### config.mk
export PLATFORM = sky130hd
export DESIGN_NAME = ibuf_loader
export DESIGN_NICKNAME = d
export VERILOG_FILES = /design/src/rtl/ibuf_loader.sv
export SDC_FILE = /design/constraint.sdc
export NUM_CORES = 1
export LEC_CHECK = 0
export ABC_AREA = 1
export ABC_CLOCK_PERIOD_IN_PS = 1850
export BUFFER_PORTS_ARGS = -buffer_cell sky130_fd_sc_hd__buf_2
export CAP_MARGIN = 20
export CORE_MARGIN = 2
export CORE_UTILIZATION = 43
export DETAILED_ROUTE_END_ITERATION = 7
export PLACE_DENSITY = 0.8
export SYNTH_ARGS = -nofsm -noshare
export SYNTH_HDL_FRONTEND = slang
export SYNTH_SLANG_ARGS = --single-unit
export TNS_END_PERCENT = 1
### constraint.sdc
create_clock -name CLK -period 1.85 [get_ports CLK]
set_input_delay 0.0925 -clock CLK [delete_from_list [all_inputs] [get_ports CLK]]
set_output_delay 0.0925 -clock CLK [all_outputs]
set_load 0.05 [all_outputs]
### src/rtl/ibuf_loader.sv
// Loads one SRAM word per column buffer, then drives the column-0 shift enable for one 4x4 int8 tile.
// Latency: 14 cycles from accepted Start to the Done pulse, plus 1 cycle per stalled shift cycle.
// Backpressure: Stall pauses only the shift phase; Start while Busy is dropped, not queued.
module ibuf_loader #(
    parameter int NCOL   = 4,
    parameter int ADDR_W = 10
) (
    input  logic              CLK,
    input  logic              RSTN,
    input  logic              Start,
    input  logic [ADDR_W-1:0] BaseAddr,
    input  logic              Stall,
    output logic              MemCS,
    output logic [ADDR_W-1:0] MemAddr,
    input  logic [31:0]       MemRData,
    output logic [31:0]       IWord,
    output logic [NCOL-1:0]   WriteEN,
    output logic              ShiftEN,
    output logic              Busy,
    output logic              Done
);

    // Counter wide enough to index every column (at least 1 bit).
    localparam int CNT_W = (NCOL > 1) ? $clog2(NCOL) : 1;
    // Each word carries 4 bytes, so a column needs exactly 4 shifts.
    localparam logic [1:0] LAST_SHIFT = 2'd3;
    localparam logic [CNT_W-1:0] LAST_COL = CNT_W'(NCOL - 1);

    typedef enum logic [2:0] {
        S_IDLE,
        S_READ,
        S_FILL,
        S_SHIFT,
        S_DRAIN,
        S_DONE
    } state_t;

    state_t            state_q, state_d;
    logic [CNT_W-1:0]  cnt_q, cnt_d;       // column index in READ, settle count in DRAIN
    logic [1:0]        shcnt_q, shcnt_d;   // non-stalled shift cycles issued
    logic [ADDR_W-1:0] base_q, base_d;
    logic [NCOL-1:0]   wr_q;               // read strobe delayed to line up with MemRData
    logic [NCOL-1:0]   rd_sel;             // one-hot column being read this cycle

    // State, counters, captured base and the delayed per-column write strobe.
    always_ff @(posedge CLK or negedge RSTN) begin
        if (!RSTN) begin
            state_q <= S_IDLE;
            cnt_q   <= '0;
            shcnt_q <= '0;
            base_q  <= '0;
            wr_q    <= '0;
        end else begin
            state_q <= state_d;
            cnt_q   <= cnt_d;
            shcnt_q <= shcnt_d;
            base_q  <= base_d;
            wr_q    <= rd_sel;
        end
    end

    // Next-state logic and all state-decoded outputs.
    always_comb begin
        state_d = state_q;
        cnt_d   = cnt_q;
        shcnt_d = shcnt_q;
        base_d  = base_q;
        rd_sel  = '0;
        MemCS   = 1'b0;
        MemAddr = '0;
        ShiftEN = 1'b0;
        Done    = 1'b0;
        Busy    = (state_q != S_IDLE);

        unique case (state_q)
            S_IDLE: begin
                if (Start) begin
                    base_d  = BaseAddr;
                    cnt_d   = '0;
                    state_d = S_READ;
                end
            end
            S_READ: begin
                MemCS = 1'b1;
                // Wraps modulo 2^ADDR_W by construction of the adder width.
                MemAddr = base_q + ADDR_W'(cnt_q);
                rd_sel  = NCOL'(1) << cnt_q;
                if (cnt_q == LAST_COL) begin
                    cnt_d   = '0;
                    state_d = S_FILL;
                end else begin
                    cnt_d = cnt_q + 1'b1;
                end
            end
            S_FILL: begin
                // Last read returns this cycle; shifting must wait for the write.
                shcnt_d = '0;
                state_d = S_SHIFT;
            end
            S_SHIFT: begin
                ShiftEN = !Stall;
                if (!Stall) begin
                    if (shcnt_q == LAST_SHIFT) begin
                        shcnt_d = '0;
                        cnt_d   = '0;
                        state_d = S_DRAIN;
                    end else begin
                        shcnt_d = shcnt_q + 1'b1;
                    end
                end
            end
            S_DRAIN: begin
                // Give the registered enable chain time to reach the last column.
                if (cnt_q == LAST_COL) begin
                    cnt_d   = '0;
                    state_d = S_DONE;
                end else begin
                    cnt_d = cnt_q + 1'b1;
                end
            end
            S_DONE: begin
                Done    = 1'b1;
                state_d = S_IDLE;
            end
            default: begin
                state_d = S_IDLE;
            end
        endcase
    end

    // Shared word bus is only meaningful while a column is being written.
    always_comb begin
        WriteEN = wr_q;
        IWord   = (|wr_q) ? MemRData : 32'h0;
    end

endmodule

==> impl_metrics.toml, run 1 <==
[final_layout]
drive_above_1_share = 0.388
diodes = 0
final_nets = 393
syn_to_final_growth_pct = 44.8

[grt]
grt_pass1_wl_um = 6430
grt_pass1_vias = 1480
grt_antenna_before_repair = 0
grt_overflow = 0
grt_max_degree = 33
grt_util_all_layers = 0.196

[sta]
fin_skew_ns = 0.00455
fin_crit_sh = 1.06
tightest_slew_ns = 0.472
finalWorstSetupSlack_ns = -0.102
final_max_slew_viol_count = 0
rsz0062_at_grt = "true"
slew_headroom = 0.685
period_needed_ns = 1.95
max_freq_ghz = 0.512
hold_violations = 0
setup_viol = 4
setup_tns_ns = -0.334

[routing]
via_per_inst = 4.49
vias = 1725
wirelength_um = 4020
firstDrtPassIters = 5
drt-wirelength-per-cell_um = 10.5
postRouteAntennaNets = 0
drt_iter0_markers = 46
drc_errors = 0

[placement]
io_buffers = 95
place.gp.congestion = 0.841
dp_hpwl_um = 3090

[worst_setup_path]
worst_path_max_delay_cell = "dfrtp_1"
crit_type = "register to primary output"
start_kind = "register"
crit_family = "adder cells"
r2r_end = "state_q[2]$_DFFE_PN0P_"
cp_common_cell = "nand2_2"
rrSetupSlack_ns = 0.38
end_kind = "primary output"
cp.arrival_ns = 1.86
cpPeakStageDelay_ns = 0.41
cp.required_ns = 1.76
cp_max_fo = 3
path_cells = "ha_2, fa_2, nand2_2, inv_2, nand2_2, nand2_1, a21oi_2, buf_6"
ff2ff_path_depth = 8
crit_buf_inv = 2
timing.rr.start = "cnt_q[0]$_DFFE_PN0P_"

[yosys]
synth_sequential_area_ratio = 0.340
ys_ff_latch = 21
synth_cell_types = 19
syn_inst = 241
synth_nets = 295
yosysWarnings = 0
synth_area_mm2 = 0.00155
synth.avg_cell_area_um2 = 6.41

[floorplanning]
die_area_mm2 = 0.00409
rows = 21
dieWidth_um = 63.9
die-height_um = 63.9
initial_core_util = 0.456
core_area_mm2 = 0.00339
ios = 96

[clocking]
cts_root_buffer = "clkbuf_4"
clock_path_buffers = 2
numCtsBuffers = 3
cts_tree = "done"
clk_pin_slew_ns = 0.12
clkSinkCount = 21
cts_max_level = 1
clkLatencyLatePin_ns = 0.31

[status]
status = "finished with violations"
violations = "negative setup slack"

[worst_hold_path]
min_to = "base_q[7]$_DFFE_PN0P_"
hp-class = "input port to register"
hold_start = "BaseAddr[7]"
whs_path_depth = 3

[job]
drv_cap = 0
## placed cells by master, fill, tap and decap left out, drive strengths merged
master / instances
a21oi: 10
nand2: 56
nor2: 56
nand3: 18
o21ai: 2
fa: 1
dfrtp: 21
xnor2: 1
nor3: 4
buf: 101
clkbuf: 4
o211ai: 1
inv: 54
dlygate4sd3: 1
nor4: 1
ha: 7
## what timing repair did
action	4_1_cts	5_1_grt
endpoints found under the hold margin	21	0
hold buffers	1	0
cloned	0	0
buffers inserted	1	1
resized for setup	22	17
setup endpoints to repair	9	10
pin swaps	1	5
## worst min-delay path: cells and delay by family
family                 cells  cell delay (ns)
buffers and inverters      1             0.07
and+or+nand+nor            2             0.12
## synth_stat cells
cell type / count / share of area
nor3_4: 1 / 0.011
nor3_1: 3 / 0.0097
a21oi_2: 3 / 0.017
inv_1: 54 / 0.13
ha_1: 7 / 0.057
a21oi_1: 7 / 0.023
fa_1: 1 / 0.013
nor4_2: 1 / 0.0081
nand2_1: 55 / 0.13
nand2_4: 1 / 0.0073
buf_2: 6 / 0.019
o21ai_0: 2 / 0.0065
buf_6: 2 / 0.015
o211ai_1: 1 / 0.0049
buf_4: 1 / 0.0049
nor2_1: 56 / 0.14
xnor2_1: 1 / 0.0057
nand3_1: 18 / 0.058
dfrtp_1: 21 / 0.34
## sequential cells by signal, summed over array words and instances (netlist names)
register	cells
shcnt_q	2
state_q	3
WriteEN	4
base_q	10
cnt_q	2
## metal layers
| metal | GRT usage | up-vias | wire [um] |
|---|---|---|---|
| li1 | - | 900 | - |
| met4 | 0.0543 | 0 | 55 |
| met5 | 0 | - | 0 |
| met1 | 0.221 | 744 | 1630 |
| met3 | 0.0475 | 6 | 382 |
| met2 | 0.363 | 75 | 1950 |
## cell families (layout without fill, tap and decap cells)
group / count (synthesis) / after routing / synth area share
xor gates and xnor gates: 1 / 1 / 0.00567
buffers and inverters: 63 / 160 / 0.170
AOI/OAI and AO/OA: 13 / 13 / 0.0510
adders and majority gates: 8 / 8 / 0.0696
and+or+nand+nor: 135 / 135 / 0.364
DFF: 21 / 21 / 0.340
## per-stage QoR
step | cell area (um^2) | hold WS (ns) | utilization | setup WS, ns | std cells
2_1_floorplan | 1560 | -0.203 | - | -0.227 | 241
3_3_place_gp | 2070 | 0.0824 | 0.611 | 0.102 | 377
3_5_place_dp | 2070 | 0.0771 | 0.611 | 0.0487 | 377
4_1_cts | 2170 | 0.00842 | 0.641 | -0.0564 | 383
5_1_grt | 2240 | 0.0169 | 0.660 | -0.215 | 384
6_report | 2240 | 0.00205 | 0.660 | -0.102 | 384
## worst max-delay path by stage
stage | from | endpoint | slack, ns | depth (start not counted)
finish | cnt_q[0]$_DFFE_PN0P_ | MemAddr[4] | -0.10 | 8
floorplan | state_q[2]$_DFFE_PN0P_ | MemAddr[5] | -0.23 | 6
detailed placement | cnt_q[0]$_DFFE_PN0P_ | MemAddr[6] | 0.05 | 8
CTS | cnt_q[0]$_DFFE_PN0P_ | MemAddr[6] | -0.06 | 8
global placement | cnt_q[0]$_DFFE_PN0P_ | MemAddr[6] | 0.10 | 8
global route | cnt_q[0]$_DFFE_PN0P_ | MemAddr[4] | -0.21 | 8
## cell type report
| class | instances | area [um^2] |
|---|---|---|
| multi-input combinational | 157 | 832 |
| clock buffer | 4 | 26.3 |
| fill | 302 | 1150 |
| inverter | 54 | 203 |
| tap | 46 | 57.6 |
| timing repair buffer | 102 | 591 |
| sequential | 21 | 528 |
Power of run 1 is not shown: default switching activity piles up to over one toggle a cycle in this logic, so the estimate is an artifact.
==> run 2: changes to the inputs <==
--- a/config.mk
+++ b/config.mk
@@ -8,11 +8,12 @@
 export ABC_AREA = 1
 export ABC_CLOCK_PERIOD_IN_PS = 1850
 export BUFFER_PORTS_ARGS = -buffer_cell sky130_fd_sc_hd__buf_2
-export CAP_MARGIN = 20
 export CORE_MARGIN = 2
 export CORE_UTILIZATION = 43
 export DETAILED_ROUTE_END_ITERATION = 7
+export GPL_ROUTABILITY_DRIVEN = 0
 export PLACE_DENSITY = 0.8
+export SETUP_SLACK_MARGIN = 0.15
 export SYNTH_ARGS = -nofsm -noshare
 export SYNTH_HDL_FRONTEND = slang
 export SYNTH_SLANG_ARGS = --single-unit
==> run 2 against run 1 <==
  * Die area is the same
  * Utilization grew 3.7 points
  * Highest routed layer unchanged
  * Wire length grew 9.9%
  * The run still ends with negative setup slack left
==> impl_metrics.toml, run 2 (same netlist as run 1, synthesis figures left out) <==
[status]
status = "finished with violations"
violations = "negative setup slack"

[floorplanning]
rows = 21
die_area_mm2 = 0.00409
dieWidth_um = 63.9
initial_core_util = 0.456
die-height_um = 63.9
core_area_mm2 = 0.00339
ios = 96

[worst_setup_path]
path_cells = "ha_2, fa_2, nand2_4, inv_4, nand2_4, nor2_4, nor3_4, buf_6"
cp_max_fo = 3
start_kind = "register"
cp_common_cell = "nand2_4"
worst_path_max_delay_cell = "dfrtp_1"
crit_buf_inv = 2
end_kind = "primary output"
cp.arrival_ns = 1.87
cpPeakStageDelay_ns = 0.40
crit_type = "register to primary output"
crit_family = "adder cells"
cp.required_ns = 1.76

[routing]
firstDrtPassIters = 4
via_per_inst = 4.59
drt-wirelength-per-cell_um = 11.5
drt_iter0_markers = 84
wirelength_um = 4420
postRouteAntennaNets = 0
drc_errors = 0
vias = 1761

[sta]
fin_skew_ns = 0.00763
slew_headroom = 0.675
max_freq_ghz = 0.511
tightest_slew_ns = 0.488
finalWorstSetupSlack_ns = -0.108
fin_crit_sh = 1.06
hold_violations = 0
period_needed_ns = 1.96
final_max_slew_viol_count = 0
setup_viol = 5
rsz0062_at_grt = "true"
setup_tns_ns = -0.335

[placement]
dp_hpwl_um = 3120
io_buffers = 95

[final_layout]
drive_above_1_share = 0.391
final_cell_mix = "buf_2 (54), inv_1 (52), nand2_1 (52)"
diodes = 0
regArea_um2 = 529
final_nets = 393
largest_reg_flops = 10
fillers = 285
multi_input_comb_area_um2 = 846
syn_to_final_growth_pct = 52.9
top_register = "base_q"
final_common_cell = "buf_2"

[grt]
grt_overflow = 0
grt_max_degree = 33
grt_util_all_layers = 0.202
grt_pass1_vias = 1539
grt_pass1_wl_um = 6620
grt_antenna_before_repair = 0

[clocking]
numCtsBuffers = 3
cts_root_buffer = "clkbuf_4"
clkLatencyLatePin_ns = 0.30
cts_tree = "done"
cts_max_level = 1
clock_path_buffers = 2
clkSinkCount = 21
clk_pin_slew_ns = 0.12

[job]
drv_cap = 0

[worst_hold_path]
hp-class = "input port to register"
-- run 2: timing repair --
action,in CTS,in global routing
resized for setup,19,92
buffers inserted,1,0
hold endpoints to repair,21,0
endpoints found under the setup margin,28,45
hold buffers,1,0
pin swaps,4,7
-- run 2: path summary, 6_finish.rpt --
kind	start	to	slack, ns	cells after the start
max	cnt_q[0]$_DFFE_PN0P_	MemAddr[6]	-0.11	8
min	BaseAddr[7]	base_q[7]$_DFFE_PN0P_	0.02	3
max reg2reg	state_q[0]$_DFFE_PN0P_	base_q[5]$_DFFE_PN0P_	0.44	4
min reg2reg	shcnt_q[1]$_DFFE_PN0P_	shcnt_q[1]$_DFFE_PN0P_	0.52	2
max in group asynchronous	RSTN	state_q[1]$_DFFE_PN0P_	1.22	2
min in group asynchronous	RSTN	WriteEN[2]$_DFF_PN0_	0.27	2
-- run 2: area by class of cell --
| class | count | share of cell area |
|---|---|---|
| multi-input combinational | 157 | 0.358 |
| timing repair buffer | 102 | 0.296 |
| clock buffer | 4 | 0.0111 |
| sequential | 21 | 0.224 |
| tap | 46 | 0.0244 |
| inverter | 54 | 0.0869 |
-- run 2: layer usage --
metal | share of wire | GRT usage | wire, um
met1 | 0.39 | 0.231 | 1710
met2 | 0.51 | 0.368 | 2270
met3 | 0.090 | 0.0475 | 399
met4 | 0.0081 | 0.0652 | 36
met5 | 0 | 0 | 0
-- run 2: per-stage QoR --
step | utilization | std cells | setup WS [ns] | hold WS, ns | area, um^2
final | 0.697 | 384 | -0.108 | 0.0156 | 2360
after global routing | 0.697 | 384 | -0.204 | 0.0285 | 2360
after CTS | 0.649 | 384 | -0.128 | 0.00731 | 2200
after detailed placement | 0.621 | 378 | 0.0243 | 0.0787 | 2100
after global placement | 0.621 | 378 | 0.0553 | 0.0813 | 2100
after floorplan | - | 241 | -0.0122 | -0.203 | 1590
-- run 2: tightest hold or removal path, cell delays in order --
cell,delay (ns)
buf_2,0.07
nand3_1,0.06
nand2_1,0.06
Power of run 2 is left out for the same reason.
==> run 3: changes to the inputs <==
--- a/config.mk
+++ b/config.mk
@@ -13,7 +13,7 @@
 export DETAILED_ROUTE_END_ITERATION = 7
 export GPL_ROUTABILITY_DRIVEN = 0
 export PLACE_DENSITY = 0.8
-export SETUP_SLACK_MARGIN = 0.15
+export SETUP_SLACK_MARGIN = 0.05
 export SYNTH_ARGS = -nofsm -noshare
 export SYNTH_HDL_FRONTEND = slang
 export SYNTH_SLANG_ARGS = --single-unit
==> run 3 against run 2 <==
  * Fmax is 1.8% lower
  * First-iteration DRC count is 46% lower
  * Setup slack worse by 0.035 ns
  * Die area stayed put
  * Clock skew is 0.0022 ns higher
  * Highest routed layer unchanged
  * Final cell count is 0.26% higher
  * The run still ends with negative setup slack left
  * Non-clock buffer count is 1 higher
  * Critical path type unchanged
  * Worst hold slack worse by 0.012 ns
  * Register-to-register slack hardly changed
  * Utilization is 3.6 points lower
  * Largest cell class unchanged
  * Count of clock-buffer cells in the layout is 1 lower
  * Global-route usage is 0.56 points higher
==> impl_metrics.toml, run 3 (same netlist as run 1, synthesis figures left out) <==
[worst_hold_path]
hp-class = "input port to register"
hold_start = "BaseAddr[8]"

[grt]
grt_antenna_before_repair = 0
grt_max_degree = 33
grt_pass1_vias = 1595
grt_util_all_layers = 0.208
grt_overflow = 0
grt_pass1_wl_um = 6760

[worst_setup_path]
cp.required_ns = 1.76
crit_buf_inv = 2
path_cells = "ha_2, fa_2, nand2_2, inv_2, nand2_2, nand2_1, a21oi_2, buf_6"
crit_family = "adder cells"
cp_max_fo = 3
crit_type = "register to primary output"
timing.rr.start = "state_q[0]$_DFFE_PN0P_"
end_kind = "primary output"
worst_path_max_delay_cell = "dfrtp_1"
cp_common_cell = "nand2_2"
start_kind = "register"
crit_start = "base_q[0]$_DFFE_PN0P_"
rrSetupSlack_ns = 0.45
cpPeakStageDelay_ns = 0.41
cp.arrival_ns = 1.90

[job]
drv_cap = 0

[sta]
rsz0062_at_grt = "true"
setup_viol = 5
fin_skew_ns = 0.00988
max_freq_ghz = 0.502
finalWorstSetupSlack_ns = -0.143
tightest_slew_ns = 0.479
final_max_slew_viol_count = 0
slew_headroom = 0.681
fin_crit_sh = 1.08
hold_violations = 0
period_needed_ns = 1.99

[floorplanning]
die-height_um = 63.9
die_area_mm2 = 0.00409
core_area_mm2 = 0.00339
ios = 96
initial_core_util = 0.456
rows = 21
dieWidth_um = 63.9

[status]
violations = "negative setup slack"
status = "finished with violations"

[routing]
drt_iter0_markers = 45
firstDrtPassIters = 4
drt-wirelength-per-cell_um = 10.6
vias = 1725
drc_errors = 0
via_per_inst = 4.48
wirelength_um = 4100
postRouteAntennaNets = 0

[clocking]
cts_tree = "done"
clock_path_buffers = 2
numCtsBuffers = 3
cts_max_level = 1
clk_pin_slew_ns = 0.13
cts_root_buffer = "clkbuf_4"
clkLatencyLatePin_ns = 0.32
clkSinkCount = 21

[final_layout]
syn_to_final_growth_pct = 45.0
diodes = 0
fillers = 291
multi_input_comb_area_um2 = 816
drive_above_1_share = 0.383
top_register = "base_q"
final_common_cell = "buf_2"
final_nets = 394
largest_reg_flops = 10
regArea_um2 = 529
final_cell_mix = "buf_2 (85), nor2_1 (52), nand2_1 (52)"
stdcell_area_mm2 = 0.00224

[placement]
io_buffers = 95
dpl_cell_area_mm2 = 0.00207
dp_hpwl_um = 3140
-- run 3: cell count changes in the layout (fill, tap and decap cells not counted), moves of 3 or more --
cell,change
buf_2,+31
buf_4,-28
buf_6,-4
dlygate4sd3_1,+3
-- run 3: through the flow --
step                      hold slack [ns]  setup TNS (ns)  instances  worst slack [ns]  utilization
after floorplan                    -0.203          -0.619        241            -0.164            -
after global placement             0.0817               0        377            0.0987        0.612
after detailed placement           0.0753               0        377            0.0175        0.612
after CTS                         0.00129          -0.630        385            -0.125        0.647
after global routing              0.00882           -1.33        385            -0.229        0.661
final                             0.00344          -0.510        385            -0.143        0.661
-- run 3: area by class of cell --
type                    count  share of cell area
clock inverters             1             0.00223
clock buffers               3              0.0101
repair buffers            103               0.271
flip-flops and latches     21               0.236
multi-input cells         157               0.364
well taps                  46              0.0257
inverters                  54              0.0905
-- run 3: worst paths after layout --
check,to,cells after the start
max,MemAddr[4],8
max reg2reg,base_q[4]$_DFFE_PN0P_,4
min reg2reg,base_q[0]$_DFFE_PN0P_,2
max in group asynchronous,state_q[0]$_DFFE_PN0P_,2
min,base_q[8]$_DFFE_PN0P_,3
min in group asynchronous,base_q[9]$_DFFE_PN0P_,2
-- run 3: what timing repair did --
action / 4_1_cts / 5_1_grt
pin swaps: 3 / 1
buffers inserted: 0 / 0
endpoints found under the setup margin: 10 / 38
gates resized for setup: 20 / 17
hold buffers: 4 / 0
endpoints found under the hold margin: 24 / 0
-- run 3: per-layer routing --
layer | vias to the layer above | share of wire | GRT usage | wire, um
li1 | 902 | - | - | -
met1 | 744 | 0.39 | 0.219 | 1610
met2 | 70 | 0.50 | 0.404 | 2070
met3 | 9 | 0.087 | 0.0440 | 357
met4 | 0 | 0.016 | 0.0652 | 67
met5 | - | 0 | 0 | 0
-- run 3: worst min-delay path, cell delays in order --
cell and delay [ns]:
buf_2 0.08, nand3_1 0.06, nand2_1 0.06
Power of run 3 is left out for the same reason.
